File: config.mk
export PLATFORM = sky130hd
export DESIGN_NAME = flash_sample_reader
export DESIGN_NICKNAME = d
export VERILOG_FILES = /design/src/rtl/flash_sample_reader.sv
export SDC_FILE = /design/constraint.sdc
export NUM_CORES = 1
export LEC_CHECK = 0
export BUFFER_PORTS_ARGS = -buffer_cell sky130_fd_sc_hd__clkbuf_2
export CAP_MARGIN = 10
export CORE_AREA = 2 2 119 98
export CTS_CLUSTER_DIAMETER = 200
export DETAILED_ROUTE_END_ITERATION = 7
export DIE_AREA = 0 0 121 100
export GPL_TIMING_DRIVEN = 0
export PLACE_DENSITY = 0.66
export SLEW_MARGIN = 30
export SYNTH_ARGS = -nofsm -noshare
export SYNTH_HDL_FRONTEND = slang
export SYNTH_SLANG_ARGS = --single-unit
File: constraint.sdc
create_clock -name clk -period 3.8 [get_ports clk]
set_input_delay 0.38 -clock clk [delete_from_list [all_inputs] [get_ports clk]]
set_output_delay 0.38 -clock clk [all_outputs]
set_load 0.02 [all_outputs]
File: src/rtl/flash_sample_reader.sv
// rtl/flash_sample_reader.sv - SPI flash reader fetching one 16-bit little-endian PCM sample per request
//
// Purpose:
//   Each accepted fetch_pulse runs one SPI mode-0 read (opcode, 24-bit address,
//   optional dummy byte, two data bytes) and presents the result on sample with
//   a one-cycle sample_valid. Maintains a wrapping sample address pointer that
//   steps by +/-2 bytes inside [REGION_START, REGION_END).
//
// Optional feature macro: FLASH_FAST_READ_EN
//   defined   -> opcode 0x0B with an 8-bit dummy phase (MOSI held 0)
//   undefined -> opcode 0x03, no dummy phase
//
// Ports:
//   clk, rst          system clock, asynchronous active-high reset
//   fetch_pulse       single-cycle request for the next sample
//   reverse           1 = step the pointer downward (latched per request)
//   restart           reload the pointer; aborts any transfer in progress
//   spi_cs_n          flash chip select, active low
//   spi_sclk          SPI clock, mode 0, one bit per two clk cycles
//   spi_mosi          command/address out
//   spi_miso          data in
//   sample            last sample read, held between reads
//   sample_valid      one-cycle strobe when sample updates
//   busy              high from request accept through CS_HOLD
//   overrun           one-cycle strobe when a fetch_pulse was dropped while busy

module flash_sample_reader #(
  parameter int                    ADDR_WIDTH   = 24,
  parameter logic [ADDR_WIDTH-1:0] REGION_START = '0,
  parameter logic [ADDR_WIDTH:0]   REGION_END   = (ADDR_WIDTH+1)'(24'h100000)
) (
  input  logic        clk,
  input  logic        rst,
  input  logic        fetch_pulse,
  input  logic        reverse,
  input  logic        restart,
  output logic        spi_cs_n,
  output logic        spi_sclk,
  output logic        spi_mosi,
  input  logic        spi_miso,
  output logic [15:0] sample,
  output logic        sample_valid,
  output logic        busy,
  output logic        overrun
);

`ifdef FLASH_FAST_READ_EN
  localparam logic [7:0] OPCODE = 8'h0B;
  localparam int         TX_W   = 40;
`else
  localparam logic [7:0] OPCODE = 8'h03;
  localparam int         TX_W   = 32;
`endif

  // Last even byte address of the region; target of reverse wrap and reverse restart.
  localparam logic [ADDR_WIDTH-1:0] REGION_LAST =
    ADDR_WIDTH'(REGION_END - (ADDR_WIDTH+1)'(2));

  typedef enum logic [2:0] {
    S_IDLE,
    S_CS_SETUP,
    S_CMD,
    S_ADDR,
`ifdef FLASH_FAST_READ_EN
    S_DUMMY,
`endif
    S_DATA,
    S_CS_HOLD
  } state_t;

  state_t                  state;
  state_t                  seg_next;
  logic [4:0]              seg_last;
  logic [4:0]              bit_cnt;
  logic                    phase;     // 0 = SCLK low half, 1 = SCLK high half
  logic                    dir;
  logic [ADDR_WIDTH-1:0]   ptr;
  logic [ADDR_WIDTH-1:0]   ptr_next;
  logic [ADDR_WIDTH-1:0]   ptr_reload;
  logic [ADDR_WIDTH:0]     ptr_fwd;
  logic [23:0]             addr24;
  logic [TX_W-1:0]         tx_load;
  logic [TX_W-1:0]         tx_sr;
  logic [14:0]             rx_sr;
  logic [15:0]             rx_next;

  // Pointer is zero-extended (or truncated) onto the 24-bit flash address field.
  assign addr24 = 24'(ptr);

`ifdef FLASH_FAST_READ_EN
  assign tx_load = {OPCODE, addr24, 8'h00};
`else
  assign tx_load = {OPCODE, addr24};
`endif

  assign rx_next    = {rx_sr, spi_miso};
  assign ptr_fwd    = {1'b0, ptr} + (ADDR_WIDTH+1)'(2);
  assign ptr_reload = reverse ? REGION_LAST : REGION_START;

  // Forward compare is done one bit wider so a region ending at the top of the
  // address space still wraps correctly.
  always_comb begin
    ptr_next = ptr;
    if (!dir) begin
      if (ptr_fwd >= REGION_END) ptr_next = REGION_START;
      else                       ptr_next = ptr_fwd[ADDR_WIDTH-1:0];
    end else begin
      if (ptr == REGION_START) ptr_next = REGION_LAST;
      else                     ptr_next = ptr - ADDR_WIDTH'(2);
    end
  end

  // Length and successor of each shifting segment.
  always_comb begin
    seg_last = 5'd0;
    seg_next = S_IDLE;
    case (state)
      S_CMD: begin
        seg_last = 5'd7;
        seg_next = S_ADDR;
      end
      S_ADDR: begin
        seg_last = 5'd23;
`ifdef FLASH_FAST_READ_EN
        seg_next = S_DUMMY;
`else
        seg_next = S_DATA;
`endif
      end
`ifdef FLASH_FAST_READ_EN
      S_DUMMY: begin
        seg_last = 5'd7;
        seg_next = S_DATA;
      end
`endif
      S_DATA: begin
        seg_last = 5'd15;
        seg_next = S_CS_HOLD;
      end
      default: ;
    endcase
  end

  always_ff @(posedge clk or posedge rst) begin
    if (rst) begin
      state        <= S_IDLE;
      bit_cnt      <= '0;
      phase        <= 1'b0;
      dir          <= 1'b0;
      ptr          <= REGION_START;
      tx_sr        <= '0;
      rx_sr        <= '0;
      spi_cs_n     <= 1'b1;
      spi_sclk     <= 1'b0;
      spi_mosi     <= 1'b0;
      sample       <= '0;
      sample_valid <= 1'b0;
      busy         <= 1'b0;
      overrun      <= 1'b0;
    end else begin
      sample_valid <= 1'b0;
      overrun      <= 1'b0;
      if (restart) begin
        // Restart beats everything, including a simultaneous fetch (no overrun).
        state    <= S_IDLE;
        bit_cnt  <= '0;
        phase    <= 1'b0;
        ptr      <= ptr_reload;
        spi_cs_n <= 1'b1;
        spi_sclk <= 1'b0;
        spi_mosi <= 1'b0;
        busy     <= 1'b0;
      end else begin
        if (fetch_pulse && state != S_IDLE) overrun <= 1'b1;
        case (state)
          S_IDLE: begin
            if (fetch_pulse) begin
              dir      <= reverse;
              tx_sr    <= tx_load;
              spi_mosi <= OPCODE[7];
              spi_cs_n <= 1'b0;
              busy     <= 1'b1;
              state    <= S_CS_SETUP;
            end
          end
          S_CS_SETUP: begin
            state   <= S_CMD;
            phase   <= 1'b0;
            bit_cnt <= '0;
          end
          S_CS_HOLD: begin
            state <= S_IDLE;
            busy  <= 1'b0;
          end
          default: begin
            if (!phase) begin
              spi_sclk <= 1'b1;
              phase    <= 1'b1;
            end else begin
              // End of the high half: sample MISO, drop SCLK, present next MOSI bit.
              spi_sclk <= 1'b0;
              phase    <= 1'b0;
              tx_sr    <= tx_sr << 1;
              spi_mosi <= tx_sr[TX_W-2];
              if (state == S_DATA) rx_sr <= rx_next[14:0];
              if (bit_cnt == seg_last) begin
                bit_cnt <= '0;
                state   <= seg_next;
                if (state == S_DATA) begin
                  // First byte on the wire is the low byte of the sample.
                  spi_cs_n     <= 1'b1;
                  spi_mosi     <= 1'b0;
                  sample       <= {rx_next[7:0], rx_next[15:8]};
                  sample_valid <= 1'b1;
                  ptr          <= ptr_next;
                end
              end else begin
                bit_cnt <= bit_cnt + 5'd1;
              end
            end
          end
        endcase
      end
    end
  end

endmodule

==> results.sh <==
export IMPL_hold_violations=0
export IMPL_rr_endpoint="addr24[11]$_DFFE_PP0P_"
export IMPL_rsz0062_at_grt="false"
export IMPL_p_clk_frac=0.290
export IMPL_tightest_slew_ns=0.720
export IMPL_synth_most_common_cell="nand2_1"
export IMPL_final_area_sq_um=5940
export IMPL_wl_per_cell_microns=16.5
export IMPL_hold_buffers=0
export IMPL_leakage_uw=0.00264
export IMPL_postCtsSetupBuffers=0
export IMPL_worst_hold_slack_ns=0.0360
export IMPL_finalSetupViolCount=0
export IMPL_vias_per_cell=5.77
export IMPL_seq_area_frac_synth=0.471
export IMPL_hp_class="input pin to async pin"
export IMPL_ys_warnings_count=0
export IMPL_syn_nets=608
export IMPL_sw_frac_of_total=0.349
export IMPL_slowest_delay_ns=0.51
export IMPL_n_antenna_cell=0
export IMPL_cts_sinks=100
export IMPL_dpl_instance_area_sq_um=5660
export IMPL_worstRegToRegCells=9
export IMPL_switching_power_uw=1060
export IMPL_grt_max_degree=55
export IMPL_drc_errors=0
export IMPL_place_congestion=0.902
export IMPL_r2r_slack_ns=1.02
export IMPL_dp_hpwl_microns=9180
export IMPL_initialDrtViolationCount=512
export IMPL_clkLatencyLatePin_ns=0.35
export IMPL_area_growth_pct=11.8
export IMPL_fp_row_count=35
export IMPL_io_pins=28
export IMPL_num_vias=4553
export IMPL_cp_arrival_ns=3.00
export IMPL_port_buffers=26
export IMPL_cts_max_level=3
export IMPL_seqPwrFrac=0.456
export IMPL_power_density_nw_per_um2=511
export IMPL_async_flop_share=1.00
export IMPL_status="completed"
export IMPL_yosysTopAreaCell="dfrtp_1"
export IMPL_cts_root_buf="clkbuf_16"
export IMPL_min_period_ns=2.78
export IMPL_cts_tree="yes"
export IMPL_postRouteAntennaNets=0
export IMPL_core_sq_um=11100
export IMPL_crit_family="simple AND/OR/NAND/NOR gates"
export IMPL_synth_edf_count=0
export IMPL_p_total_uw=3040
export IMPL_critPathKind="flop to flop"
export IMPL_power_frac_comb=0.254
export IMPL_cap_violations=0
export IMPL_yosys_top_cells_count="nand2_1 (125), dfrtp_1 (99), nor2_1 (55)"
export IMPL_syn_area_per_cell_sq_um=8.87
export IMPL_cts_buffer_depth=2
export IMPL_drt_total_wl_microns=13000
export IMPL_die_w_microns=121
export IMPL_cp_slowest_cell="o211ai_1"
export IMPL_netlist_top_cells_area="dfrtp_1 (47%), nand2_1 (8.8%), nor2_1 (3.9%)"
export IMPL_period_share=0.733
export IMPL_ys_seq_elements=100
export IMPL_synth_top_area_share=0.466
export IMPL_nets=646
export IMPL_drive_above_1_share=0.150
export IMPL_first_pass_iters=5
export IMPL_grt_pass1_vias=4419
export IMPL_antenna_found_initial=0
export IMPL_r2r_start="addr24[13]$_DFFE_PP0P_"
export IMPL_ir_drop_mv=0.254
export IMPL_worst_path_buf_inv=3
export IMPL_worstSetupEndpointType="flop"
export IMPL_fmax_ghz=0.359
export IMPL_required_ns=4.02
export IMPL_synth_ff_type="dfrtp_1"
export IMPL_maxSlewViolCount=0
export IMPL_fillers=1019
export IMPL_start_util=0.480
export IMPL_grt_pass1_wl_microns=21900
export IMPL_dieHeight_microns=100
export IMPL_clock_skew_ns=0.00684
export IMPL_grt_usage=0.230
export IMPL_die_area_sq_um=12100
export IMPL_crit_fanout=10
export IMPL_numCtsBuffers=9
export IMPL_worstPathCellList="clkbuf_1 > nand3_1 > nor4_1 > a311oi_1 > o211ai_1 > and3_1 > buf_2 > buf_4 > a211oi_1"
export IMPL_start_kind="flop"
export IMPL_clk_pin_slew_ns=0.07
export IMPL_synthCells=599
export IMPL_synth_area_sq_um=5320
export IMPL_max_slew_margin=0.519
export IMPL_gr_total_overflow=0
export IMPL_post_cts_resized=0
export IMPL_internal_power_uw=1980
export IMPL_netlist_cell_type_count=69
[logic make-up after synthesis]
kind of cell               Yosys count  synth area share
AOI/OAI and AO/OA                  126             0.162
xor gates and xnor gates            18            0.0297
adders and majority gates            3           0.00706
buffers and inverters               62            0.0532
DFF                                100             0.471
muxes                               20            0.0419
and+or+nand+nor                    270             0.235
[flip-flops by register name, indices dropped and copies added, names as in the netlist]
name / cells
tx_sr: 30
addr24: 23
sample: 16
rx_sr: 15
bit_cnt: 5
state: 3
busy: 1
dir: 1
overrun: 1
phase: 1
sample_valid: 1
spi_cs_n: 1
spi_mosi: 1
spi_sclk: 1
[power groups by stage]
| stage | Sequential [uW] | Clock [uW] | Combinational, uW |
|---|---|---|---|
| final | 1390 | 881 | 771 |
| after global routing | 1410 | 939 | 879 |
| after CTS | 1380 | 896 | 767 |
| after detailed placement | 1400 | 0 | 765 |
| after global placement | 1400 | 0 | 736 |
| after floorplan | 1370 | 0 | 590 |
[how the worst max path moves through the flow]
stage               cells past startpoint                      to                   start  slack, ns
global placement                        2   tx_sr[11]$_DFFE_PP0P_                     rst      -0.36
finish                                  9  addr24[11]$_DFFE_PP0P_  addr24[13]$_DFFE_PP0P_       1.02
detailed placement                     10  addr24[14]$_DFFE_PP0P_                 restart       1.06
CTS                                     8  addr24[13]$_DFFE_PP0P_   addr24[1]$_DFFE_PP0P_       1.05
floorplan                               1  addr24[10]$_DFFE_PP0P_                     rst       0.80
global route                            9  addr24[11]$_DFFE_PP0P_  addr24[13]$_DFFE_PP0P_       0.78
[area by class of cell]
| class | instances | area [sq um] | area share |
|---|---|---|---|
| clock inverters | 6 | 47.5 | 0.00800 |
| plain buffers | 47 | 226 | 0.0381 |
| repair buffers | 27 | 158 | 0.0265 |
| clock buffers | 9 | 225 | 0.0379 |
| multi-input cells | 437 | 2530 | 0.427 |
| inverters | 15 | 61.3 | 0.0103 |
| flip-flops and latches | 100 | 2500 | 0.421 |
| well taps | 148 | 185 | 0.0312 |
[metal layers]
layer,part of all wire,GRT usage,vias to the layer above
met5,0,0,-
met4,0.0067,0.0707,0
met3,0.053,0.0477,9
met2,0.45,0.355,133
met1,0.49,0.327,2233
li1,-,-,2178
[metrics by stage]
stage	setup slack, ns	cells	setup TNS (ns)	util
after global placement	-0.357	773	-34.83	0.508
after global routing	0.784	789	0	0.536
after detailed placement	1.06	774	0	0.511
final	1.02	789	0	0.536
after CTS	1.05	789	0	0.536
after floorplan	0.803	599	0	-
[layout by cell type (no fill, tap or decap), types with 4 or more instances in the layout]
| cell type | count |
|---|---|
| o22ai_1 | 5 |
| nor3b_1 | 5 |
| nor2_1 | 55 |
| inv_6 | 4 |
| nand4_1 | 7 |
| clkbuf_2 | 26 |
| dfrtp_1 | 99 |
| inv_1 | 12 |
| a211oi_1 | 10 |
| xor2_1 | 9 |
| nand3_1 | 21 |
| nand2_1 | 125 |
| buf_2 | 10 |
| a211o_1 | 6 |
| o21ai_0 | 22 |
| nor4_1 | 7 |
| buf_6 | 4 |
| nand2b_1 | 4 |
| clkbuf_1 | 30 |
| xnor2_1 | 9 |
| a21oi_1 | 18 |
| a21o_1 | 4 |
| nor3_1 | 16 |
| mux2_2 | 18 |
| or3_1 | 5 |
| a31oi_1 | 26 |
| clkbuf_16 | 9 |
Note: power is estimated with default switching activity, not from simulation.
